--- config.mk ---
export PLATFORM = sky130hd
export DESIGN_NAME = axi_addr_burst_gen
export DESIGN_NICKNAME = d
export VERILOG_FILES = /design/src/rtl/axi_addr_burst_gen.sv
export SDC_FILE = /design/constraint.sdc
export NUM_CORES = 1
export LEC_CHECK = 0
export CAP_MARGIN = 20
export CORE_MARGIN = 1.5
export CORE_UTILIZATION = 52
export CTS_CLUSTER_DIAMETER = 100
export DETAILED_ROUTE_END_ITERATION = 8
export GPL_TIMING_DRIVEN = 0
export PLACE_DENSITY = 0.78
export SLEW_MARGIN = 30
export SYNTH_ARGS = -nofsm -noshare
export SYNTH_HDL_FRONTEND = slang
export SYNTH_SLANG_ARGS = --single-unit
--- constraint.sdc ---
create_clock -name clk -period 12.55 [get_ports clk]
set_input_delay 1.8825 -clock clk [delete_from_list [all_inputs] [get_ports clk]]
set_output_delay 1.8825 -clock clk [all_outputs]
set_load 0.03 [all_outputs]
--- src/rtl/axi_addr_burst_gen.sv ---
// AXI AR/AW address-channel burst generator: splits a beat count into boundary-safe
// INCR / WRAP / STRIDE bursts with rotating IDs and an outstanding-burst credit limit.
module axi_addr_burst_gen #(
    parameter int ADDR_W          = 64,
    parameter int CNT_W           = 40,
    parameter int ID_W            = 4,
    parameter int MAX_OUTSTANDING = 16,
    parameter int BOUNDARY_LOG2   = 12
) (
    input  logic              clk,
    input  logic              reset,
    output logic [ADDR_W-1:0] axi_addr,
    output logic [7:0]        axi_len,
    output logic [2:0]        axi_size,
    output logic [ID_W-1:0]   axi_id,
    output logic              axi_valid,
    input  logic              axi_ready,
    input  logic              burst_cmpl,
    input  logic              engine_start,
    input  logic [1:0]        mode,
    input  logic [3:0]        wrap_len,
    input  logic [31:0]       stride,
    input  logic [ADDR_W-1:0] source_address,
    input  logic [CNT_W-1:0]  total_beat_count,
    input  logic [2:0]        size,
    input  logic [7:0]        len,
    input  logic              abort,
    output logic              busy,
    output logic              addr_send_done,
    output logic [31:0]       bursts_issued,
    output logic [7:0]        outstanding
);
    typedef enum logic [2:0] {IDLE, INIT, CALC, SEND, DRAIN, DONE} state_t;
    localparam int BW = BOUNDARY_LOG2 + 1;

    state_t              state;
    logic [1:0]          cfg_mode;
    logic [3:0]          cfg_wrap_len;
    logic [31:0]         cfg_stride;
    logic [ADDR_W-1:0]   cfg_src;
    logic [7:0]          cfg_len;
    logic [CNT_W-1:0]    remain;
    logic [ADDR_W-1:0]   elem_start;
    logic [8:0]          elem_left;
    logic [8:0]          burst_beats;
    logic                abort_seen;

    logic                handshake;
    logic                cmpl_eff;
    logic [BOUNDARY_LOG2-1:0] low_addr;
    logic [BW-1:0]       to_boundary;
    logic [8:0]          limit;
    logic [8:0]          calc_beats;
    logic [8:0]          elem_left_nx;
    logic [ADDR_W-1:0]   incr_addr;
    logic [ADDR_W-1:0]   win_mask;
    logic [ADDR_W-1:0]   next_addr;

    assign handshake = axi_valid && axi_ready;
    assign cmpl_eff  = burst_cmpl && (outstanding != 8'd0);
    assign busy      = (state != IDLE);

    // In STRIDE mode a burst is limited by what is left of the current stride element,
    // so a boundary split continues the same element instead of jumping ahead.
    always_comb begin
        low_addr    = axi_addr[BOUNDARY_LOG2-1:0];
        to_boundary = (BW'(1) << (BOUNDARY_LOG2 - int'(axi_size))) - BW'(low_addr >> axi_size);
        limit       = (cfg_mode == 2'd2) ? elem_left : ({1'b0, cfg_len} + 9'd1);
        calc_beats  = limit;
        if (16'(to_boundary) < 16'(calc_beats))
            calc_beats = 9'(to_boundary);
        if (remain < CNT_W'(calc_beats))
            calc_beats = 9'(remain);

        incr_addr    = axi_addr + (ADDR_W'(burst_beats) << axi_size);
        win_mask     = (ADDR_W'(1) << (12 + int'(cfg_wrap_len))) - ADDR_W'(1);
        elem_left_nx = elem_left - burst_beats;
        case (cfg_mode)
            2'd1:    next_addr = (incr_addr & win_mask) | (cfg_src & ~win_mask);
            2'd2:    next_addr = (elem_left_nx != 9'd0) ? incr_addr
                                                        : elem_start + ADDR_W'(cfg_stride);
            default: next_addr = incr_addr;
        endcase
    end

    always_ff @(posedge clk or posedge reset) begin
        if (reset) begin
            state          <= IDLE;
            cfg_mode       <= '0;
            cfg_wrap_len   <= '0;
            cfg_stride     <= '0;
            cfg_src        <= '0;
            cfg_len        <= '0;
            remain         <= '0;
            elem_start     <= '0;
            elem_left      <= '0;
            burst_beats    <= '0;
            abort_seen     <= 1'b0;
            axi_addr       <= '0;
            axi_len        <= '0;
            axi_size       <= '0;
            axi_id         <= '0;
            axi_valid      <= 1'b0;
            addr_send_done <= 1'b0;
            bursts_issued  <= '0;
            outstanding    <= '0;
        end else begin
            addr_send_done <= 1'b0;
            if (handshake && !cmpl_eff)
                outstanding <= outstanding + 8'd1;
            else if (!handshake && cmpl_eff)
                outstanding <= outstanding - 8'd1;

            case (state)
                IDLE: begin
                    if (engine_start)
                        state <= INIT;
                end
                INIT: begin
                    cfg_mode      <= (mode == 2'd3) ? 2'd0 : mode;
                    cfg_wrap_len  <= wrap_len;
                    cfg_stride    <= stride;
                    cfg_src       <= source_address;
                    cfg_len       <= len;
                    axi_size      <= (size < 3'd2) ? 3'd7 : size;
                    axi_addr      <= source_address;
                    elem_start    <= source_address;
                    remain        <= total_beat_count;
                    elem_left     <= {1'b0, len} + 9'd1;
                    bursts_issued <= '0;
                    axi_id        <= '0;
                    abort_seen    <= 1'b0;
                    state         <= abort ? DRAIN : CALC;
                end
                CALC: begin
                    if (abort || remain == '0) begin
                        state <= DRAIN;
                    end else if (outstanding < 8'(MAX_OUTSTANDING)) begin
                        burst_beats <= calc_beats;
                        axi_len     <= 8'(calc_beats - 9'd1);
                        axi_valid   <= 1'b1;
                        state       <= SEND;
                    end
                end
                SEND: begin
                    if (abort)
                        abort_seen <= 1'b1;
                    if (axi_ready) begin
                        axi_valid     <= 1'b0;
                        axi_addr      <= next_addr;
                        remain        <= remain - CNT_W'(burst_beats);
                        bursts_issued <= bursts_issued + 32'd1;
                        axi_id        <= axi_id + 1'b1;
                        if (cfg_mode == 2'd2) begin
                            if (elem_left_nx == 9'd0) begin
                                elem_start <= next_addr;
                                elem_left  <= {1'b0, cfg_len} + 9'd1;
                            end else begin
                                elem_left  <= elem_left_nx;
                            end
                        end
                        state <= (abort || abort_seen) ? DRAIN : CALC;
                    end
                end
                DRAIN: begin
                    if (outstanding == 8'd0) begin
                        addr_send_done <= 1'b1;
                        state          <= DONE;
                    end
                end
                DONE: begin
                    state <= IDLE;
                end
                default: begin
                    state <= IDLE;
                end
            endcase
        end
    end
endmodule

== Word-level counts from Yosys, hierarchy flattened ==
Index checks and enable logic that the tools add are counted.

* Bits in registers: 357
* Input port bits: 159
* Output and inout bits: 122
* Logic and storage cells: 129

* $add $sub $neg: 15
* Order comparisons: 4
* Eq/ne operators: 16
* Shift operators: 4
* Muxes and demuxes: 41
* Bitwise logic cells: 5
* Reductions and logical operators: 25

{| class="wikitable"
|+ Operators by type and width
! operator !! count
|-
| 64-bit one-hot mux with 2 select lines || 3
|-
| 64-bit two-way mux || 5
|-
| 64-bit bitwise AND || 2
|-
| 40-bit one-hot mux with 2 select lines || 1
|-
| 64-bit by 32-bit adder with 64-bit output || 1
|-
| 64-bit adder || 1
|-
| 64-bit inverter || 1
|-
| 64-bit OR || 1
|-
| 32-bit one-hot mux with 2 select lines || 1
|-
| 1-bit by 5-bit left shift with 64-bit output (first input constant) || 1
|-
| 9-bit by 3-bit left shift with 64-bit output || 1
|-
| 64-bit by 2-bit subtractor with 64-bit output (second input constant) || 1
|-
| 9-bit two-way mux || 6
|-
| 40-bit logical NOT || 1
|-
| 40-bit by 9-bit < comparator with 1-bit output || 1
|-
| 40-bit two-way mux || 1
|-
| 40-bit by 9-bit subtractor with 40-bit output || 1
|-
| 32-bit by 1-bit adder with 32-bit output (second input constant) || 1
|-
| 32-bit two-way mux || 1
|-
| 1-bit by 32-bit left shift with 13-bit output (first input constant) || 1
|-
| 3-bit two-way mux || 8
|-
| 8-bit by 1-bit adder with 9-bit output (second input constant) || 2
|-
| 9-bit one-hot mux with 2 select lines || 1
|-
| 8-bit two-way mux || 2
|-
| other kinds (38) || 65
|}

== Longest topological paths before layout ==
Gate-level depths: netlist (run 1).

* Depth in word-level cells: 11
* Mapped depth: 37
* Gate-level depth less buffers: 34

== Worst setup path before layout (run 1) ==
OpenSTA, ideal clock, no wires.

* Path type: reg2reg
* Start point: register axi_size[1]
* End point: register axi_len[6]
* Arrival time: 6.940 ns
* Data required time: 12.421 ns
* Slack: 5.481 ns
* Cell stages (with the launch flop): 34
* Path buffers: 4
* Clock period less this slack: 7.069 ns
* Path through: dfrtp_1 > buf_6 > clkbuf_1 > mux2i_1 > a21oi_1 > nand2_1 > nand2_1 > ha_1 > inv_1 > fa_1 > a211oi_2 > o21ai_1 > a21oi_1 > xnor2_1 > ha_1 > a2111oi_1 > o2111ai_1 > nor4_2 > nand2_2 > buf_2 > mux2_2 > ha_1 > a21o_1 > a21o_1 > a21oi_1 > a21oi_1 > a211oi_1 > o21ai_4 > buf_4 > a21oi_2 > ha_1 > o2111ai_2 > xnor2_1 > o21ai_1

* Word-level cells in the longest chain between the ends: 8

{| class="wikitable"
|+ Ends and longest elaborated chain
! what !! RTL line !! RTL
|-
| from (decl) || 14 || <nowiki>output logic [2:0] axi_size,</nowiki>
|-
| from (signal assigned) || 125 || <nowiki>axi_size <= (size < 3'd2) ? 3'd7 : size;</nowiki>
|-
| 4-bit by 3-bit subtractor with 5-bit output || 67 || <nowiki>to_boundary = (BW'(1) << (BOUNDARY_LOG2 - int'(axi_size))) - BW'(low_addr >> axi_size);</nowiki>
|-
| 1-bit by 32-bit left shift with 13-bit output || 67 ||
|-
| 13-bit subtractor * || 67 ||
|-
| 13-bit by 9-bit < comparator with 1-bit output || 70 || <nowiki>if (16'(to_boundary) < 16'(calc_beats))</nowiki>
|-
| 9-bit two-way mux * || 70 ||
|-
| 40-bit by 9-bit < comparator with 1-bit output || 72 || <nowiki>if (remain < CNT_W'(calc_beats))</nowiki>
|-
| 9-bit two-way mux * || 72 ||
|-
| 8-bit by 1-bit subtractor with 8-bit output * || 140 || <nowiki>axi_len <= 8'(calc_beats - 9'd1);</nowiki>
|-
| to (signal assigned) || 140 ||
|-
| to (decl) || 13 || <nowiki>output logic [7:0] axi_len,</nowiki>
|}

Mark *: on every way between the ends. The rest lies on a longest branch, timed or not.
A chain may end at the register's enable or synchronous reset.

== Worst setup path in the final report (run 1) ==
* Start point: register axi_size[2]
* End point: register axi_len[6]

Same word-level chain as after synthesis.

==> out/qor.yml, run 1 <==
status: "finished clean"
drive_gt1_share_pct: 6.13
required_ps: 12990
vdd_drop_max_uv: 183
initial_core_util_pct: 52.4
vias: 26376
grt_overflow: 0
grt_max_degree: 89
stdcell_area_um2: 30000
final_cells: 4041
cts_setup_buffers: 0
numCtsBuffers: 43
fin_util_pct: 63.2
rsz0062_at_grt: "no"
cts-root-buf: "clkbuf_16"
hold_path_end: "cfg_src[1]$_DFFE_PP0P_"
fin_crit_ps: 8210
vias_per_cell: 6.53
cts.sinks: 357
crit_slowest_cell: "clkbuf_1"
clk_latency_ps: 610
grt_antenna_before_repair: 3
wl_mm: 106
synthFlopType: "dfrtp_1"
cts.clk_slew.worst_paths_ps: 60
ys_seq_area_share_pct: 35.8
drt-initial-drc-count: 3221
synth_cells: 3061
track_usage_pct: 42.4
clockBufferDepth: 3
p_leak_nw: 13.2
grt_pass1_wl_mm: 158
fillers: 4187
syn2layout_area_growth_pct: 20.5
nets: 3674
cp-startpoint: "axi_size[2]$_DFFE_PP0P_"
crit_arrival_ps: 8660
post-route-period-util_pct: 65.4
synthArstFlopShare_pct: 100
fin_tns_setup_ps: 0
crit_path_frequent_cell: "ha_1"
p_per_area_nw_per_um2: 326
synth.area.top_cells: "dfrtp_1, nand2_1, ha_1"
synth-seq-cells: 357
wire_per_inst_um: 26.3
synth-edff-count: 0
yosysTopAreaCell: "dfrtp_1"
die_x_um: 222
maxCapViolCount: 0
place_congestion: 1.03
ant_nets: 0
worstSetupPathType: "flip-flop to flip-flop"
setup_viol_count_final: 0
maxSlewViolCount: 0
syn_avg_cell_area_um2: 8.14
first_pass_iters: 8
yosysUniqueCellTypes: 106
max_stage_delay_ps: 490
slew_headroom_pct: 21.0
num_rows: 80
r2r-start: "axi_size[2]$_DFFE_PP0P_"
fmax_ghz: 0.122
ctsHoldBuffers: 0
ios: 281
rr_endpoint: "axi_len[6]$_DFFE_PP0P_"
hold_viol_final: 0
cp_max_fo: 10
die-height_um: 222
htree_levels: 2
ff2ff_setup_slack_ps: 4340
endpoint_kind: "flip-flop"
holdCritPathClass: "flip-flop to flip-flop"
placed_cell_area_um2: 28600
ctsResizeCount: 0
fin_skew_ps: 31.8
rr_worst_depth: 31
tightestPinTransition_ps: 1180
whs_path_depth: 2
holdCritStartpoint: "cfg_src[1]$_DFFE_PP0P_"
dp_hpwl_mm: 79.1
yosysWarnings: 0
coreArea_um2: 47500
crit_path_start_kind: "flip-flop"
synth_top_area_share_pct: 35.8
tritoncts: "done"
first_global_vias: 25705
netlist_area_um2: 24900
drcViolationCount: 0
portBuffers: 279
dp_cells: 3963
dieArea_um2: 49300
[where the power goes]
| group | switching, mW | leakage [nW] | internal, mW | total (mW) |
|---|---|---|---|---|
| registers | 0.615 | 4.41 | 1.67 | 2.29 |
| logic | 4.01 | 8.05 | 2.21 | 6.23 |
| clock network | 0.546 | 0.693 | 0.725 | 1.27 |
[cell families (layout without fill, tap and decap cells)]
group	after synthesis	after routing	share of synthesized area, %
xor gates and xnor gates	174	174	6.11
adders and majority gates	122	122	6.30
and+or+nand+nor	1229	1229	22.0
buffers and inverters	251	609	4.04
other	2	9	0.0301
DFF	357	357	35.8
AOI/OAI and AO/OA	813	813	20.7
muxes	113	113	4.96
[stage by stage]
stage                     worst slack [ps]  power (mW)  hold slack (ps)
final                                 4340        9.79              472
after global placement               -3980        8.12              454
after floorplan                        762        6.12              438
after CTS                             4450        9.56              470
after detailed placement              4550        8.26              456
after global routing                  3830        10.3              488
[placed cells by master, fill, tap and decap left out, types with 15 or more instances in the layout]
cell type and instances:
and2_1 15, mux2i_1 61, o22ai_1 51, o211ai_1 20, nor2_1 221, nand2b_1 22, nand3_1 72, xnor2_1 100
and3_1 30, clkbuf_16 43, inv_1 89, nor3_1 46, o31ai_1 45, a21oi_1 212, xor2_1 74, a21o_1 41
clkbuf_1 123, a31oi_1 30, a221oi_1 19, nor2b_1 22, o21ai_0 214, dfrtp_1 357, nand2_1 659, or3_1 29
ha_1 116, buf_2 17, clkdlybuf4s50_1 279, nand4_1 39, mux2_2 47
[synth_stat cells (39+ instances only)]
| master | count |
|---|---|
| xor2_1 | 74 |
| nand2_1 | 659 |
| mux2_2 | 47 |
| clkbuf_1 | 126 |
| mux2i_1 | 61 |
| inv_1 | 90 |
| a21o_1 | 41 |
| dfrtp_1 | 357 |
| o21ai_0 | 214 |
| o31ai_1 | 45 |
| xnor2_1 | 100 |
| nor3_1 | 47 |
| nor2_1 | 222 |
| ha_1 | 116 |
| a21oi_1 | 212 |
| nand4_1 | 39 |
| o22ai_1 | 51 |
| nand3_1 | 72 |
[registers in the layout, summed over array words and instances (netlist names)]
name,flops
elem_start,64
axi_len,8
elem_left,9
cfg_wrap_len,4
axi_id,4
bursts_issued,32
outstanding,8
axi_size,3
cfg_stride,32
remain,40
cfg_len,8
abort_seen,1
state,3
axi_valid,1
addr_send_done,1
cfg_src,64
cfg_mode,2
burst_beats,9
axi_addr,64
[worst max-delay path: cells and delay by family, from the launching register on]
family                   cells  cell delay (ps)
AND/OR/NAND/NOR              4              880
XOR/XNOR                     2              440
AO/OA/AOI/OAI               14             2980
adder cells (fa/ha/maj)      5             1470
flip-flops                   1              450
buffers and inverters        5             1490
multiplexers                 1              330
[worst max-delay path by stage]
| stage | endpoint | slack (ps) | depth (start not counted) |
|---|---|---|---|
| final | axi_len[6]$_DFFE_PP0P_ | 4340 | 31 |
| after global routing | axi_len[6]$_DFFE_PP0P_ | 3830 | 33 |
| after CTS | axi_len[6]$_DFFE_PP0P_ | 4450 | 31 |
| after detailed placement | axi_len[6]$_DFFE_PP0P_ | 4550 | 31 |
| after global placement | bursts_issued[30]$_DFFE_PP0P_ | -3980 | 2 |
| after floorplan | abort_seen$_DFFE_PP0P_ | 760 | 1 |
[cell type report]
cell class	instances	area, um^2	area share [%]
clock inverters	17	170	0.566
well taps	615	769	2.56
plain buffers	159	678	2.26
clock buffers	58	1220	4.07
inverters	92	353	1.17
repair buffers	283	2900	9.66
multi-input cells	2457	15000	50.0
flip-flops and latches	357	8930	29.7
diodes	3	7.51	0.0250
[per-layer routing]
layer / vias to the layer above / GRT usage [%] / part of all wire (%)
met1: 12832 / 55.8 / 40
li1: 11498 / - / -
met2: 1674 / 64.5 / 43
met4: 2 / 23.2 / 5.6
met3: 370 / 9.90 / 11
met5: - / 0 / 0.012
(Power assumes the default switching activity.)
==> inputs of run 2 (changes only) <==
Settings changed: CORE_UTILIZATION 52 to 58, PLACE_DENSITY 0.78 to 0.82.
Clock period 12.55 ns to 8.35 ns, I/O delays scaled along.
==> out/qor.yml, run 2 (synthesized netlist as in run 1, its figures left out) <==
layout_common_cells: "nand2_1, dfrtp_1, clkdlybuf4s50_1"  # unchanged
nets: 3688  # was 3,674
vias_per_cell: 6.80  # was 6.53
num_rows: 75  # was 80
grt_pass1_wl_mm: 157  # was 158 mm
clockBufferDepth: 3  # unchanged
max_stage_delay_ps: 460  # was 490 ps
hold_viol_final: 0  # unchanged
track_usage_pct: 47.2  # was 42.4%
first_pass_iters: 9  # was 8
drcViolationCount: 0  # unchanged
fmax_ghz: 0.127  # was 0.122 GHz
slew_headroom_pct: 22.1  # was 21.0%
grt_overflow: 0  # unchanged
post-route-period-util_pct: 94.0  # was 65.4%
placed_cell_area_um2: 28700  # was 28,600 um^2
die-height_um: 210  # was 222 um
cp_max_fo: 10  # unchanged
fin_crit_ps: 7850  # was 8210 ps
fin_util_pct: 71.8  # was 63.2%
wire_per_inst_um: 26.5  # was 26.3 um
initial_core_util_pct: 59.2  # was 52.4%
dp_cells: 3897  # was 3,963
ant_nets: 0  # unchanged
cp-startpoint: "axi_size[2]$_DFFE_PP0P_"  # unchanged
drive_gt1_share_pct: 6.69  # was 6.13%
status: "finished clean"  # unchanged
grt_antenna_before_repair: 4  # was 3
coreArea_um2: 42100  # was 47,500 um^2
holdCritStartpoint: "cfg_src[15]$_DFFE_PP0P_"  # was cfg_src[1]$_DFFE_PP0P_
syn2layout_area_growth_pct: 21.4  # was 20.5%
p_per_area_nw_per_um2: 493  # was 326 nW/um^2
cts.clk_slew.worst_paths_ps: 60  # about the same
maxCapViolCount: 0  # unchanged
dp_hpwl_mm: 78.6  # was 79.1 mm
crit_slowest_cell: "dfrtp_1"  # was clkbuf_1
ctsHoldBuffers: 0  # unchanged
portBuffers: 279  # unchanged
finalHoldWorstSlack_ps: 482  # was 472 ps
die_x_um: 210  # was 222 um
whs_path_depth: 2  # unchanged
tightestPinTransition_ps: 1170  # was 1180 ps
worstSetupPathType: "flip-flop to flip-flop"  # unchanged
cts.sinks: 357  # unchanged
drt-initial-drc-count: 3799  # was 3,221
crit_arrival_ps: 8310  # was 8660 ps
maxSlewViolCount: 0  # unchanged
tritoncts: "done"  # unchanged
endpoint_kind: "flip-flop"  # unchanged
required_ps: 8810  # was 12,990 ps
place_ws_ps: 191  # was 4550 ps
crit_path_frequent_cell: "ha_1"  # unchanged
reg.largest.list: "axi_addr (64), cfg_src (64), elem_start (64)"  # unchanged
fin_skew_ps: 22.0  # was 31.8 ps
numCtsBuffers: 41  # was 43
grt_max_degree: 32  # was 89
place_congestion: 1.04  # was 1.03
clk_latency_ps: 600  # was 610 ps
final_cells: 3984  # was 4,041
setup_viol_count_final: 0  # unchanged
worst_slack_ps: 502  # was 4340 ps
vias: 27108  # was 26,376
wl_mm: 106  # about the same
dieArea_um2: 44200  # was 49,300 um^2
final_common_cell: "nand2_1"  # unchanged
holdCritPathClass: "flip-flop to flip-flop"  # unchanged
ios: 281  # unchanged
rr_worst_depth: 33  # was 31
crit_path_start_kind: "flip-flop"  # unchanged
stdcell_area_um2: 30300  # was 30,000 um^2
vdd_drop_max_uv: 280  # was 183 uV
cts-root-buf: "clkbuf_16"  # unchanged
p_leak_nw: 13.3  # was 13.2 nW
first_global_vias: 26623  # was 25,705
r2r-start: "axi_size[2]$_DFFE_PP0P_"  # unchanged
htree_levels: 2  # unchanged
-- run 2: cell types whose count changed in the layout (fill, tap and decap cells not counted), moves of 2 or more --
cell        previous run  this run
buf_12                 0        11
clkbuf_1             123       116
buf_4                  2         8
buf_1                  6        10
diode_2                3         7
bufinv_16              2         5
clkbuf_16             43        41
clkinv_8               2         0
clkinvlp_4             1         3
inv_6                  0         2
inv_8                  2         0
-- run 2: worst paths after layout --
check | slack (ps) | endpoint
worst max-delay path | 500 | axi_len[6]$_DFFE_PP0P_
worst min-delay path | 480 | cfg_src[15]$_DFFE_PP0P_
worst max register to register | 500 | axi_len[6]$_DFFE_PP0P_
worst min register to register | 480 | cfg_src[15]$_DFFE_PP0P_
max in group asynchronous | 5990 | remain[36]$_DFFE_PP0P_
min in group asynchronous | 980 | cfg_stride[5]$_DFFE_PP0P_
-- run 2: cell type report --
class / count / area (um^2)
diodes: 7 / 17.5
plain buffers: 159 / 678
clock buffers: 53 / 1160
clock inverters: 21 / 265
fillers: 3247 / 11900
inverters: 92 / 349
multi-input cells: 2457 / 15000
flip-flops and latches: 357 / 8930
well taps: 539 / 674
repair buffers: 299 / 3140
-- run 2: critical path, delay by kind of cell, from the launching register on --
kind	cells	cell delay [ps]
adders and majority gates	5	1480
muxes	1	330
DFF	1	460
xor gates and xnor gates	2	420
buffers and inverters	5	1280
and+or+nand+nor	6	950
AOI/OAI and AO/OA	14	2790
-- run 2: layer usage --
layer / share of wire (%) / vias up / track usage [%] / wire [um]
li1: - / 11557 / - / -
met1: 37 / 13063 / 59.3 / 39200
met2: 44 / 2010 / 72.3 / 46200
met3: 12 / 478 / 13.4 / 13100
met4: 6.7 / 0 / 28.2 / 7100
met5: 0 / - / 0 / 0
-- run 2: what timing repair did --
action,CTS,global route
resized for setup,0,14
endpoints found under the setup margin,0,4
buffers inserted,0,6
-- run 2: stage by stage --
stage | TNS [ps] | power (mW)
2_1_floorplan | 0 | 9.21
5_1_grt | -163 | 15.6
3_5_place_dp | 0 | 12.4
3_3_place_gp | -65390 | 12.1
6_report | 0 | 14.9
4_1_cts | 0 | 14.4
-- run 2: power by group --
part	switching [mW]	internal (mW)	leakage, nW
registers	0.917	2.52	4.41
clock network	0.823	1.14	0.707
logic	6.13	3.37	8.17
